==> src/rtl/dpram_rd_arbiter_pkg.sv <==
// Shared types for the dual-port RAM read-port arbiter.
// Owner tags are stored as an index, wide enough for up to 256 requesters.
package dpram_arb_pkg;

    localparam int OWNER_W = 8;

    typedef enum logic {
        IDLE,
        BURST
    } arb_state_t;

    typedef struct packed {
        logic               valid;
        logic [OWNER_W-1:0] owner;
        logic               last;
    } resp_tag_t;

endpackage

==> src/rtl/dpram_rd_arbiter_rr.sv <==
// Combinational round-robin arbiter: rotate requests by ptr,
// priority-encode the lowest set bit, then rotate the index back.
module rr_arbiter #(
    parameter int N  = 4,
    parameter int PW = (N > 1) ? $clog2(N) : 1
) (
    input  logic [N-1:0]  req,
    input  logic [PW-1:0] ptr,
    input  logic          en,
    output logic [N-1:0]  gnt
);

    logic [2*N-1:0] w_dbl;
    logic [N-1:0]   w_rot;
    logic [PW-1:0]  w_k;
    logic           w_any;
    logic [PW:0]    w_sum;
    logic [PW-1:0]  w_idx;

    always_comb begin
        w_dbl = {req, req} >> ptr;
        w_rot = w_dbl[N-1:0];
        w_k   = '0;
        w_any = 1'b0;
        for (int k = N - 1; k >= 0; k--) begin
            if (w_rot[k]) begin
                w_k   = PW'(k);
                w_any = 1'b1;
            end
        end
        // ptr and k are both below N, so one subtraction folds the wrap
        w_sum = {1'b0, ptr} + {1'b0, w_k};
        if (w_sum >= (PW+1)'(N)) begin
            w_idx = PW'(w_sum - (PW+1)'(N));
        end else begin
            w_idx = w_sum[PW-1:0];
        end
        gnt = '0;
        for (int i = 0; i < N; i++) begin
            if (en && w_any && (w_idx == PW'(i))) begin
                gnt[i] = 1'b1;
            end
        end
    end

endmodule

==> src/rtl/dpram_rd_arbiter.sv <==
// Shares one RAM read port between N_REQ burst requesters, round-robin,
// issuing one address per cycle and tagging returned data with its owner.
module dpram_rd_arbiter
    import dpram_arb_pkg::*;
#(
    parameter int N_REQ      = 4,
    parameter int DATA_WIDTH = 8,
    parameter int DATA_N     = 16,
    parameter int ADDR_BITS  = $clog2(DATA_N),
    parameter int LEN_BITS   = 4
) (
    input  logic                          rd_clk,
    input  logic                          rst,
    input  logic [N_REQ-1:0]              req_valid,
    input  logic [N_REQ*ADDR_BITS-1:0]    req_addr,
    input  logic [N_REQ*LEN_BITS-1:0]     req_len,
    output logic [N_REQ-1:0]              req_ready,
    output logic [N_REQ-1:0]              resp_valid,
    output logic                          resp_last,
    output logic [DATA_WIDTH-1:0]         resp_data,
    output logic [ADDR_BITS-1:0]          ram_rd_addr,
    input  logic [DATA_WIDTH-1:0]         ram_rd_out
);

    localparam int PW = (N_REQ > 1) ? $clog2(N_REQ) : 1;

    arb_state_t           r_state;
    arb_state_t           w_state_nxt;
    logic [PW-1:0]        r_ptr;
    logic [PW-1:0]        w_ptr_nxt;
    logic [LEN_BITS-1:0]  r_cnt;
    logic [LEN_BITS-1:0]  w_cnt_nxt;
    logic [ADDR_BITS-1:0] r_addr;
    logic [ADDR_BITS-1:0] w_addr_nxt;
    logic [OWNER_W-1:0]   r_owner;
    logic [OWNER_W-1:0]   w_owner_nxt;
    resp_tag_t            r_s1;
    resp_tag_t            r_s2;
    resp_tag_t            w_tag;

    logic                 w_window;
    logic                 w_en;
    logic [N_REQ-1:0]     w_gnt;
    logic                 w_accept;
    logic [PW-1:0]        w_gidx;
    logic [ADDR_BITS-1:0] w_sel_addr;
    logic [LEN_BITS-1:0]  w_sel_len;
    logic [ADDR_BITS-1:0] w_addr_inc;

    assign w_window = (r_state == IDLE) || (r_cnt == '0);
    assign w_en     = w_window && !rst;

    rr_arbiter #(
        .N  (N_REQ),
        .PW (PW)
    ) u_rr (
        .req (req_valid),
        .ptr (r_ptr),
        .en  (w_en),
        .gnt (w_gnt)
    );

    assign w_accept = |w_gnt;

    always_comb begin
        w_gidx     = '0;
        w_sel_addr = '0;
        w_sel_len  = '0;
        for (int i = 0; i < N_REQ; i++) begin
            if (w_gnt[i]) begin
                w_gidx     = PW'(i);
                w_sel_addr = req_addr[i*ADDR_BITS +: ADDR_BITS];
                w_sel_len  = req_len[i*LEN_BITS +: LEN_BITS];
            end
        end
    end

    assign w_addr_inc = (r_addr == ADDR_BITS'(DATA_N - 1)) ?
                        '0 : r_addr + ADDR_BITS'(1);

    always_comb begin
        w_state_nxt = r_state;
        w_ptr_nxt   = r_ptr;
        w_cnt_nxt   = r_cnt;
        w_addr_nxt  = r_addr;
        w_owner_nxt = r_owner;
        w_tag       = '0;
        case (r_state)
            IDLE: begin
                w_state_nxt = IDLE;
            end
            BURST: begin
                if (r_cnt != '0) begin
                    w_addr_nxt  = w_addr_inc;
                    w_cnt_nxt   = r_cnt - LEN_BITS'(1);
                    w_tag.valid = 1'b1;
                    w_tag.owner = r_owner;
                    w_tag.last  = (r_cnt == LEN_BITS'(1));
                end else begin
                    w_state_nxt = IDLE;
                end
            end
            default: w_state_nxt = IDLE;
        endcase
        // a grant only happens in the window, so it overrides the tail beat
        if (w_accept) begin
            w_state_nxt = BURST;
            w_ptr_nxt   = (w_gidx == PW'(N_REQ - 1)) ?
                          '0 : w_gidx + PW'(1);
            w_owner_nxt = OWNER_W'(w_gidx);
            w_addr_nxt  = w_sel_addr;
            w_cnt_nxt   = w_sel_len;
            w_tag.valid = 1'b1;
            w_tag.owner = OWNER_W'(w_gidx);
            w_tag.last  = (w_sel_len == '0);
        end
    end

    always_ff @(posedge rd_clk) begin
        if (rst) begin
            r_state <= IDLE;
            r_ptr   <= '0;
            r_cnt   <= '0;
            r_addr  <= '0;
            r_owner <= '0;
            r_s1    <= '0;
            r_s2    <= '0;
        end else begin
            r_state <= w_state_nxt;
            r_ptr   <= w_ptr_nxt;
            r_cnt   <= w_cnt_nxt;
            r_addr  <= w_addr_nxt;
            r_owner <= w_owner_nxt;
            r_s1    <= w_tag;
            r_s2    <= r_s1;
        end
    end

    assign req_ready   = w_gnt;
    assign ram_rd_addr = r_addr;
    assign resp_data   = ram_rd_out;
    assign resp_last   = r_s2.valid && r_s2.last;

    always_comb begin
        resp_valid = '0;
        for (int i = 0; i < N_REQ; i++) begin
            resp_valid[i] = r_s2.valid && (r_s2.owner == OWNER_W'(i));
        end
    end

endmodule

==> config.mk <==
export PLATFORM = sky130hd
export DESIGN_NAME = dpram_rd_arbiter
export DESIGN_NICKNAME = d
export VERILOG_FILES = /design/src/rtl/dpram_rd_arbiter_pkg.sv /design/src/rtl/dpram_rd_arbiter_rr.sv /design/src/rtl/dpram_rd_arbiter.sv
export SDC_FILE = /design/constraint.sdc
export NUM_CORES = 1
export LEC_CHECK = 0
export BUFFER_PORTS_ARGS = -buffer_cell sky130_fd_sc_hd__buf_2
export CAP_MARGIN = 30
export CORE_MARGIN = 5
export CORE_UTILIZATION = 45
export CTS_CLUSTER_SIZE = 20
export DETAILED_ROUTE_END_ITERATION = 6
export HOLD_SLACK_MARGIN = 0.05
export PLACE_DENSITY = 0.83
export SLEW_MARGIN = 25
export SYNTH_ARGS = -nofsm -noshare
export SYNTH_HDL_FRONTEND = slang
export SYNTH_SLANG_ARGS = --single-unit
==> constraint.sdc <==
create_clock -name rd_clk -period 2.9 [get_ports rd_clk]
set_input_delay 0.145 -clock rd_clk [delete_from_list [all_inputs] [get_ports rd_clk]]
set_output_delay 0.145 -clock rd_clk [all_outputs]
set_load 0.005 [all_outputs]
==> impl_results.md, run 1 <==
- Outcome: complete, no violations
- HPWL after detailed placement: 2610 um
- Asr flop ratio synth: 0
- Crit path kind: flop to primary output
- Setup Skew: 8.49 ps
- Combinational Power Share: 0.631
- Inserted Diodes: 0
- CTS tree: done
- # port buffers: 50
- Fin nets: 266
- XOR/XNOR Fraction of Synth Area: 0.0234
- Internal power: 0.000950 W
- Crit path cell chain: or4_1, o211ai_1, ha_1, xnor2_1, xnor2_2, buf_4, inv_1, nor2_1, buf_2
- Final hold viol count: 0
- P_leak: 0.779 nW
- Global-route usage over all layers: 0.150
- Yosys reg bits: 20
- Top sig layer: met4
- Synth top area share: 0.277
- Total gr overflow: 0
- Peak supply drop: 623 uV
- Clock sinks: 20
- Routed vias/inst: 5.45
- Highest-delay cell along the critical path: or4_1
- Vias in the first global route: 1253
- Fmax: 379 MHz
- # DRC: 0
- Design area: 1690 sq um
- DR WL met3: 184 um
- Setup Buffers After CTS: 0
- Later-pin clock latency in the skew report: 300 ps
- Setup crit end kind: primary output
- Post-Synthesis Cells: 175
- Startpoint Class: flop
- DRT antenna net count: 0
- Slew @ Worst Pin: 405 ps
- Max-Cap Viols: 0
- Largest family of logic cells by synthesized area: compound AO/OA/AOI/OAI gates
- Final Power: 0.00168 W
- Final Cycle Share: 0.911
- Met2 Wirelength: 1610 um
- Reg power frac: 0.290
- Dpl cell area: 1670 sq um
- Post-synth EDFFs: 0
- CTS Root Cell: clkbuf_4
- Clock Power Share: 0.079
- Seq/Total Area, Yosys: 0.277
- P&R area growth vs syn: 16.8%
- Crit path DAT: 2500 ps
- DIE WIDTH: 66.7 um
- Sw Ratio: 0.435
- DRT Pass-1 Iters: 4
- Mux cell area share after synthesis: 0.102
- Top cells by area, synth: dfxtp_1 28%, nor2_1 5.2%, buf_4 4.7%
- Simple-Gate Fraction of Synth Area: 0.227
- Initial antenna violation count: 0
- Max incr delay on CP: 530 ps
- Setup violators final: 0
- Overall routed net length: 3310 um
- Hold Path Class: input port to flop
- Critical Path RT: 2760 ps
- Synth Flop Type: dfxtp_1
- Cell variety after synth: 49
- Die height: 66.7 um
- Synthesized Nets: 225
- Starting density of the core: 0.470
- Average wire per standard cell: 12.8 um
- Ratio of cells with drive above 1 in the final layout: 0.322
- Largest net degree at the start of global routing: 24
- Die ar.: 4450 sq um
- Pwr/cell area: 996 nW/um^2
- RePlAce Congestion: 0.858
- Clock Path Buffers: 2
- Post-synthesis adder-cell area fraction: 0.0346
- Io pins: 67
- Synth Area in Compound Gates: 0.235
- Syn Std Cell Area: 1450 sq um
- RSZ-0062 raised after global routing: no
- Area occupied by multi-input gates: 900 sq um
- CTS clk-pin slew, worst paths: 110 ps
- Std-Cell Rows: 20
- Via count: 1407
- Synthesis Warnings: 0
- Crit path max fanout: 13
- Global-route wire length before repair: 5220 um
- Setup TNS: 0 ps
- Net switching power figure: 0.000732 W
- Mean Syn Cell Area: 8.27 sq um
- Register area: 402 sq um
- Core Footprint: 3080 sq um
- Crit path time final: 2640 ps
- WL met1: 1490 um
- DRT iter0 DRCs: 62
- Final Util: 0.549
- Num CTS Buffers: 3
- H-tree depth: 1
- Max Slew Vio Count: 0
- Relative slew margins: 0.730
- Synth area leader: dfxtp_1
- Fillers: 295
-- power by group through the flow --
stage / Sequential, W / Combinational (W) / Clock, W
after floorplan: 0.000460 / 0.000869 / 0
after global placement: 0.000487 / 0.00104 / 0
after detailed placement: 0.000491 / 0.00106 / 0
after CTS: 0.000485 / 0.00107 / 0.000135
after global routing: 0.000503 / 0.00119 / 0.000148
final: 0.000488 / 0.00106 / 0.000133
-- cells in the mapped netlist (3+ instances only) --
cell type	instances
a21oi_1	12
a31oi_1	3
buf_2	3
buf_4	9
clkbuf_1	4
dfxtp_1	20
ha_1	4
inv_1	6
mux2i_1	5
nand2_1	15
nand2b_1	3
nand3_1	5
nor2_1	20
nor2b_1	5
nor3_1	5
o21ai_0	9
o221ai_1	3
o32ai_1	3
-- placed cells by master (no fill, tap or decap), types with 3 or more instances in the layout --
cell	n
clkbuf_4	3
dfxtp_1	19
nand3_1	5
a31oi_1	3
buf_2	50
inv_1	6
nor3_1	5
nor2b_1	5
mux2i_1	5
o221ai_1	3
nor2_1	20
a21oi_1	12
buf_4	5
o21ai_0	9
o32ai_1	3
nand2_1	15
ha_1	4
nand2b_1	3
-- kinds of logic (layout without fill, tap and decap cells) --
family	after synthesis	in the layout
flops	20	20
compound gates	47	47
fa+ha+maj	4	4
simple gates	66	66
buf+inv	25	64
xor+xnor	3	3
mux	10	10
-- cell type report --
type | instances | area share
Clock buffer | 3 | 0.0133
Inverter | 6 | 0.0133
Multi-Input combinational cell | 130 | 0.533
Sequential cell | 20 | 0.238
Tap cell | 44 | 0.0326
Timing Repair Buffer | 55 | 0.170
-- metal layers --
layer / up-vias / GRT usage
li1: 708 / -
met1: 651 / 0.193
met2: 45 / 0.254
met3: 3 / 0.0185
met4: 0 / 0.0533
met5: - / 0
-- repair_timing --
action / in CTS / in global routing
hold buffers: 0 / 0
gates resized for setup: 0 / 1
setup endpoints to repair: 0 / 2
-- final timing paths --
| kind | from | depth (start not counted) | to | slack, ps |
|---|---|---|---|---|
| worst max-delay path | r_ptr[0] | 9 | req_ready[0] | 260 |
| worst min-delay path | req_addr[9] | 3 | ram_rd_addr[1] | 130 |
| worst max register to register | r_ptr[0] | 9 | ram_rd_addr[1] | 350 |
| worst min register to register | r_s1[1] | 1 | r_s2[1] | 450 |
-- through the flow --
stage / setup slack [ps] / instances / hold WS (ps)
after floorplan: 416 / 175 / 327
after global placement: 339 / 255 / 290
after detailed placement: 239 / 255 / 290
after CTS: 125 / 258 / 139
after global routing: 32.3 / 258 / 135
final: 259 / 258 / 128
-- state kept, by name, indices dropped and copies added, names as in the netlist --
| register | count |
|---|---|
| r_cnt | 4 |
| r_owner | 2 |
| r_ptr | 2 |
| r_s1 | 3 |
| r_s2 | 4 |
| r_state | 1 |
| ram_rd_addr | 4 |
-- critical path, delay by kind of cell, from the launching register on --
| kind | cells | cell delay, ps |
|---|---|---|
| flops | 1 | 390 |
| simple gates | 2 | 640 |
| buf+inv | 3 | 500 |
| xor+xnor | 2 | 380 |
| fa+ha+maj | 1 | 180 |
| compound gates | 1 | 100 |
Power figures use the tool's default switching activity.
==> run 2, diff against run 1 <==
- RECOVER_POWER: not set -> 50
==> run 2 against run 1 <==
Power fell by 0.38%. Sequential share of layout area rose by 0.071 points. Sequential cell count did not move. Clock-buffer cell count did not move. Utilization fell by 0.16 points. Worst setup slack improved by 2.5 ps.
==> impl_results.md, run 2 (same netlist as run 1, synthesis figures left out) <==
- Crit path DAT: 2490 ps (about the same)
- CTS clk-pin slew, worst paths: 110 ps (about the same)
- Inserted Diodes: 0 (unchanged)
- HPWL after detailed placement: 2610 um (unchanged)
- Num CTS Buffers: 3 (unchanged)
- Later-pin clock latency in the skew report: 300 ps (about the same)
- Via count: 1398 (-0.64%)
- Global-route usage over all layers: 0.150 (unchanged)
- Worst r2r src: r_ptr[0]
- Io pins: 67 (unchanged)
- Max Slew Vio Count: 0 (unchanged)
- Core Footprint: 3080 sq um (unchanged)
- Peak supply drop: 623 uV (about the same)
- Crit path kind: flop to primary output
- Fmax: 379 MHz (about the same)
- Relative slew margins: 0.734 (+0.00360)
- Crit path max fanout: 13 (unchanged)
- Critical Path RT: 2760 ps (about the same)
- DRT Pass-1 Iters: 4 (unchanged)
- DRT iter0 DRCs: 56 (-9.7%)
- Setup crit end kind: primary output
- Die ar.: 4450 sq um (unchanged)
- Die height: 66.7 um (unchanged)
- Crit path time final: 2640 ps (-2.46 ps)
- Post-cts sizing count: 0 (unchanged)
- Setup TNS: 0 ps (unchanged)
- Worst Reg2Reg Path Length in Cells: 9 (unchanged)
- # DRC: 0 (unchanged)
- Overall routed net length: 3280 um (-1.1%)
- Startpoint Class: flop
- Setup violators final: 0 (unchanged)
- P&R area growth vs syn: 16.4%
- Setup Buffers After CTS: 0 (unchanged)
- Vias in the first global route: 1253 (unchanged)
- CTS Hold Buffers Added: 0 (unchanged)
- Hold path depth: 3 (unchanged)
- Setup Skew: 6.42 ps (-2.07 ps)
- Fin nets: 266 (unchanged)
- CTS Root Cell: clkbuf_4
- Most frequent cells in the layout: 46 x buf_2, 20 x nor2_1, 19 x dfxtp_1, 15 x nand2_1, 12 x a21oi_1
- Global-route wire length before repair: 5220 um (unchanged)
- RePlAce Congestion: 0.858 (unchanged)
- Ratio of cells with drive above 1 in the final layout: 0.304 (-0.0187)
- Std-Cell Rows: 20 (unchanged)
- Average wire per standard cell: 12.7 um (-1.1%)
- Largest net degree at the start of global routing: 24 (unchanged)
- RSZ-0062 raised after global routing: no
- CTS tree: done
- Routed vias/inst: 5.42 (-0.64%)
- Max-Cap Viols: 0 (unchanged)
- Commonest non-fill, non-tap cell in the layout: buf_2
- Final Cycle Share: 0.910 (about the same)
- P_leak: 0.764 nW (-1.9%)
- Hold Path Class: input port to flop
- Total gr overflow: 0 (unchanged)
- R2r endpoint: ram_rd_addr[1]
- # port buffers: 50 (unchanged)
- Clock sinks: 20 (unchanged)
- Starting density of the core: 0.470 (unchanged)
- WHS Endpoint: ram_rd_addr[1]
- Outcome: complete, no violations
- PnR worst setup slack: 262 ps (+2.46 ps)
- Clock Path Buffers: 2 (unchanged)
- Hold Path Origin: req_addr[9]
- Pre-CTS WS: 239 ps (unchanged)
- H-tree depth: 1 (unchanged)
- Final hold viol count: 0 (unchanged)
- DIE WIDTH: 66.7 um (unchanged)
- Slew @ Worst Pin: 399 ps (-5.40 ps)
- DRT antenna net count: 0 (unchanged)
- Final Util: 0.547 (-0.00163)
- R2R setup slack: 350 ps (about the same)
- Initial antenna violation count: 0 (unchanged)
- Pwr/cell area: 995 nW/um^2 (about the same)
run 2: cell types whose count changed in the layout (fill, tap and decap cells not counted), sizes merged:
cell,delta
clkbuf,+4
buf,-4
run 2: worst max path at each step:
| stage | start | endpoint | slack [ps] | cells past startpoint |
|---|---|---|---|---|
| after floorplan | r_ptr[0] | r_s1[0] | 420 | 8 |
| after global placement | r_ptr[0] | ram_rd_addr[1] | 340 | 10 |
| after detailed placement | r_ptr[0] | ram_rd_addr[1] | 240 | 10 |
| after CTS | r_ptr[0] | req_ready[0] | 120 | 10 |
| after global routing | r_ptr[0] | req_ready[1] | 30 | 9 |
| final | r_ptr[0] | req_ready[0] | 260 | 9 |
run 2: final cells by class:
class / count / area (sq um)
clock buffers: 3 / 22.5
fillers: 299 / 1390
inverters: 6 / 22.5
multi-input cells: 130 / 900
flip-flops and latches: 20 / 402
well taps: 44 / 55.1
repair buffers: 55 / 283
run 2: layer usage:
| metal | GRT usage | vias up | part of all wire |
|---|---|---|---|
| met2 | 0.254 | 40 | 0.49 |
| met1 | 0.193 | 645 | 0.44 |
| met5 | 0 | - | 0 |
| li1 | - | 710 | - |
| met3 | 0.0185 | 3 | 0.058 |
| met4 | 0.0533 | 0 | 0.0070 |
run 2: stage by stage:
step	cells	total power [W]	area, sq um	hold slack, ps
2_1_floorplan	175	0.00133	1450	327
3_3_place_gp	255	0.00152	1670	290
3_5_place_dp	255	0.00155	1670	290
4_1_cts	258	0.00169	1690	139
5_1_grt	258	0.00184	1680	135
6_report	258	0.00168	1680	131
run 2: critical path, cell delays in order (launching register included):
cell and delay, ps:
dfxtp_2 390, or4_1 530, o211ai_1 100, ha_1 180, xnor2_1 90, xnor2_2 290
buf_4 270, inv_1 110, nor2_1 110, buf_2 120
run 2: where the power goes:
| group | total [W] | switching (W) | internal [W] |
|---|---|---|---|
| Clock | 0.000132 | 0.0000838 | 0.0000485 |
| Combinational | 0.00106 | 0.000543 | 0.000513 |
| Sequential | 0.000488 | 0.000104 | 0.000385 |
| Total | 0.00168 | 0.000730 | 0.000946 |
==> run 3, diff against run 2 <==
- CORE_ASPECT_RATIO: not set -> 0.9
- RECOVER_POWER: 50 -> 25
==> run 3 against run 2 <==
Worst setup slack lost 42 ps. First-iteration DRC count grew 32%. Utilization grew 0.73 points. Register-to-register slack lost 40 ps. Hold slack gained 6.1 ps. Wire length grew 4.8%. Largest cell class unchanged. Largest power group unchanged.
==> impl_results.md, run 3 (same netlist as run 1, synthesis figures left out) <==
- Outcome: complete, no violations
- Crit path max fanout: 12 (-1)
- Overall routed net length: 3440 um (+4.8%)
- Crit path cell chain: or4_1, o211ai_1, ha_1, buf_4, or3_1, nor2_1, buf_2
- Crit path buffers/inverters: 2 (-1)
- Fin Hold WS: 137 ps (+6.12 ps)
- P&R area growth vs syn: 17.6%
- Fin nets: 266 (unchanged)
- Setup Skew: 4.77 ps (-1.65 ps)
- DRT Pass-1 Iters: 4 (unchanged)
- Max incr delay on CP: 530 ps (about the same)
- DRT iter0 DRCs: 74 (+32%)
- Die height: 63.8 um (-4.4%)
- Final hold viol count: 0 (unchanged)
- P_leak: 0.786 nW (+2.9%)
- Max-Cap Viols: 0 (unchanged)
- Crit path kind: flop to primary output
- CTS clk-pin slew, worst paths: 110 ps (about the same)
- Die ar.: 4450 sq um (about the same)
- Std-Cell Rows: 19 (-5.0%)
- Fmax: 373 MHz (-1.6%)
- Relative slew margins: 0.743 (+0.00890)
- RePlAce Congestion: 0.799 (-6.9%)
- Num CTS Buffers: 3 (unchanged)
- Pwr/cell area: 1010 nW/um^2 (+1.9%)
- Final Util: 0.554 (+0.00731)
- Initial antenna violation count: 0 (unchanged)
- Vias in the first global route: 1290 (+3.0%)
- CP delay by family, top: simple AND/OR/NAND/NOR gates
- Core Footprint: 3070 sq um (-0.37%)
- # DRC: 0 (unchanged)
- Most frequent cells in the layout: 50 x buf_2, 20 x nor2_1, 19 x dfxtp_1, 15 x nand2_1, 12 x a21oi_1
- Total gr overflow: 0 (unchanged)
- Hold Path Class: input port to flop
- Later-pin clock latency in the skew report: 300 ps (about the same)
- Final Power: 0.00172 W (+2.9%)
- CTS Root Cell: clkbuf_4
- DIE WIDTH: 69.8 um (+4.6%)
- Setup crit end kind: primary output
- Inserted Diodes: 0 (unchanged)
- Setup TNS: 0 ps (unchanged)
- Largest net degree at the start of global routing: 24 (unchanged)
- Final Non-Filler Cells: 257 (-0.39%)
- Post-cts sizing count: 0 (unchanged)
- Via count: 1391 (-0.50%)
- Average wire per standard cell: 13.4 um (+5.2%)
- Crit path time final: 2680 ps (+41.9 ps)
- Commonest non-fill, non-tap cell in the layout: buf_2
- Peak supply drop: 768 uV (+23%)
- Global-route usage over all layers: 0.155 (+0.00543)
- H-tree depth: 1 (unchanged)
- Placed cells: 253 (-0.78%)
- Routed vias/inst: 5.41 (-0.11%)
- Crit path DAT: 2540 ps (+50 ps)
- CTS tree: done
- Ratio of cells with drive above 1 in the final layout: 0.326 (+0.0218)
- CTS Hold Buffers Added: 0 (unchanged)
- Final Cycle Share: 0.924 (+0.0145)
- Setup violators final: 0 (unchanged)
- Critical Path RT: 2760 ps (about the same)
- # port buffers: 50 (unchanged)
- HPWL after detailed placement: 2650 um (+1.4%)
- DRT antenna net count: 0 (unchanged)
- Highest-delay cell along the critical path: or4_1
- Startpoint Class: flop
- Max Slew Vio Count: 0 (unchanged)
- Setup Buffers After CTS: 0 (unchanged)
- RSZ-0062 raised after global routing: no
- Clock Path Buffers: 2 (unchanged)
- Starting density of the core: 0.472 (+0.00173)
- Clock sinks: 20 (unchanged)
- Slew @ Worst Pin: 386 ps (-13.4 ps)
- Io pins: 67 (unchanged)
- Global-route wire length before repair: 5800 um (+11%)
## run 3: per-stage QoR
step,instance area [sq um],setup slack [ps]
finish,1700,220
global route,1700,47.1
CTS,1700,161
detailed placement,1660,249
global placement,1660,339
floorplan,1450,416
## run 3: layer usage
layer / wire length, um / vias up / global-route usage
met5: 0 / - / 0
met4: 45 / 0 / 0.0455
met3: 206 / 6 / 0.0313
met2: 1590 / 45 / 0.252
met1: 1590 / 625 / 0.209
li1: - / 715 / -
## run 3: report_power, final
group / leakage (nW) / switching (W) / total (W) / internal [W]
sequential: 0.166 / 0.000106 / 0.000490 / 0.000384
combinational: 0.599 / 0.000554 / 0.00107 / 0.000518
clock: 0.0210 / 0.0000850 / 0.000162 / 0.0000766
## run 3: tightest hold or removal path, cell delays in order
cell	delay (ps)
buf_2	90
a211oi_1	60
o32ai_1	110
## run 3: path summary, 6_finish.rpt
kind	startpoint	end	slack (ps)	cells after the start
worst max-delay path	r_ptr[0]	req_ready[0]	220	7
worst min-delay path	req_addr[9]	ram_rd_addr[1]	140	3
worst max register to register	r_ptr[0]	ram_rd_addr[1]	310	9
worst min register to register	r_s1[1]	r_s2[1]	450	1
## run 3: layout make-up
type,count,area (sq um)
Fill cell,299,1370
Multi-Input combinational cell,130,900
Sequential cell,20,402
Timing Repair Buffer,55,288
Tap cell,42,52.6
Clock buffer,4,36.3
Inverter,6,22.5
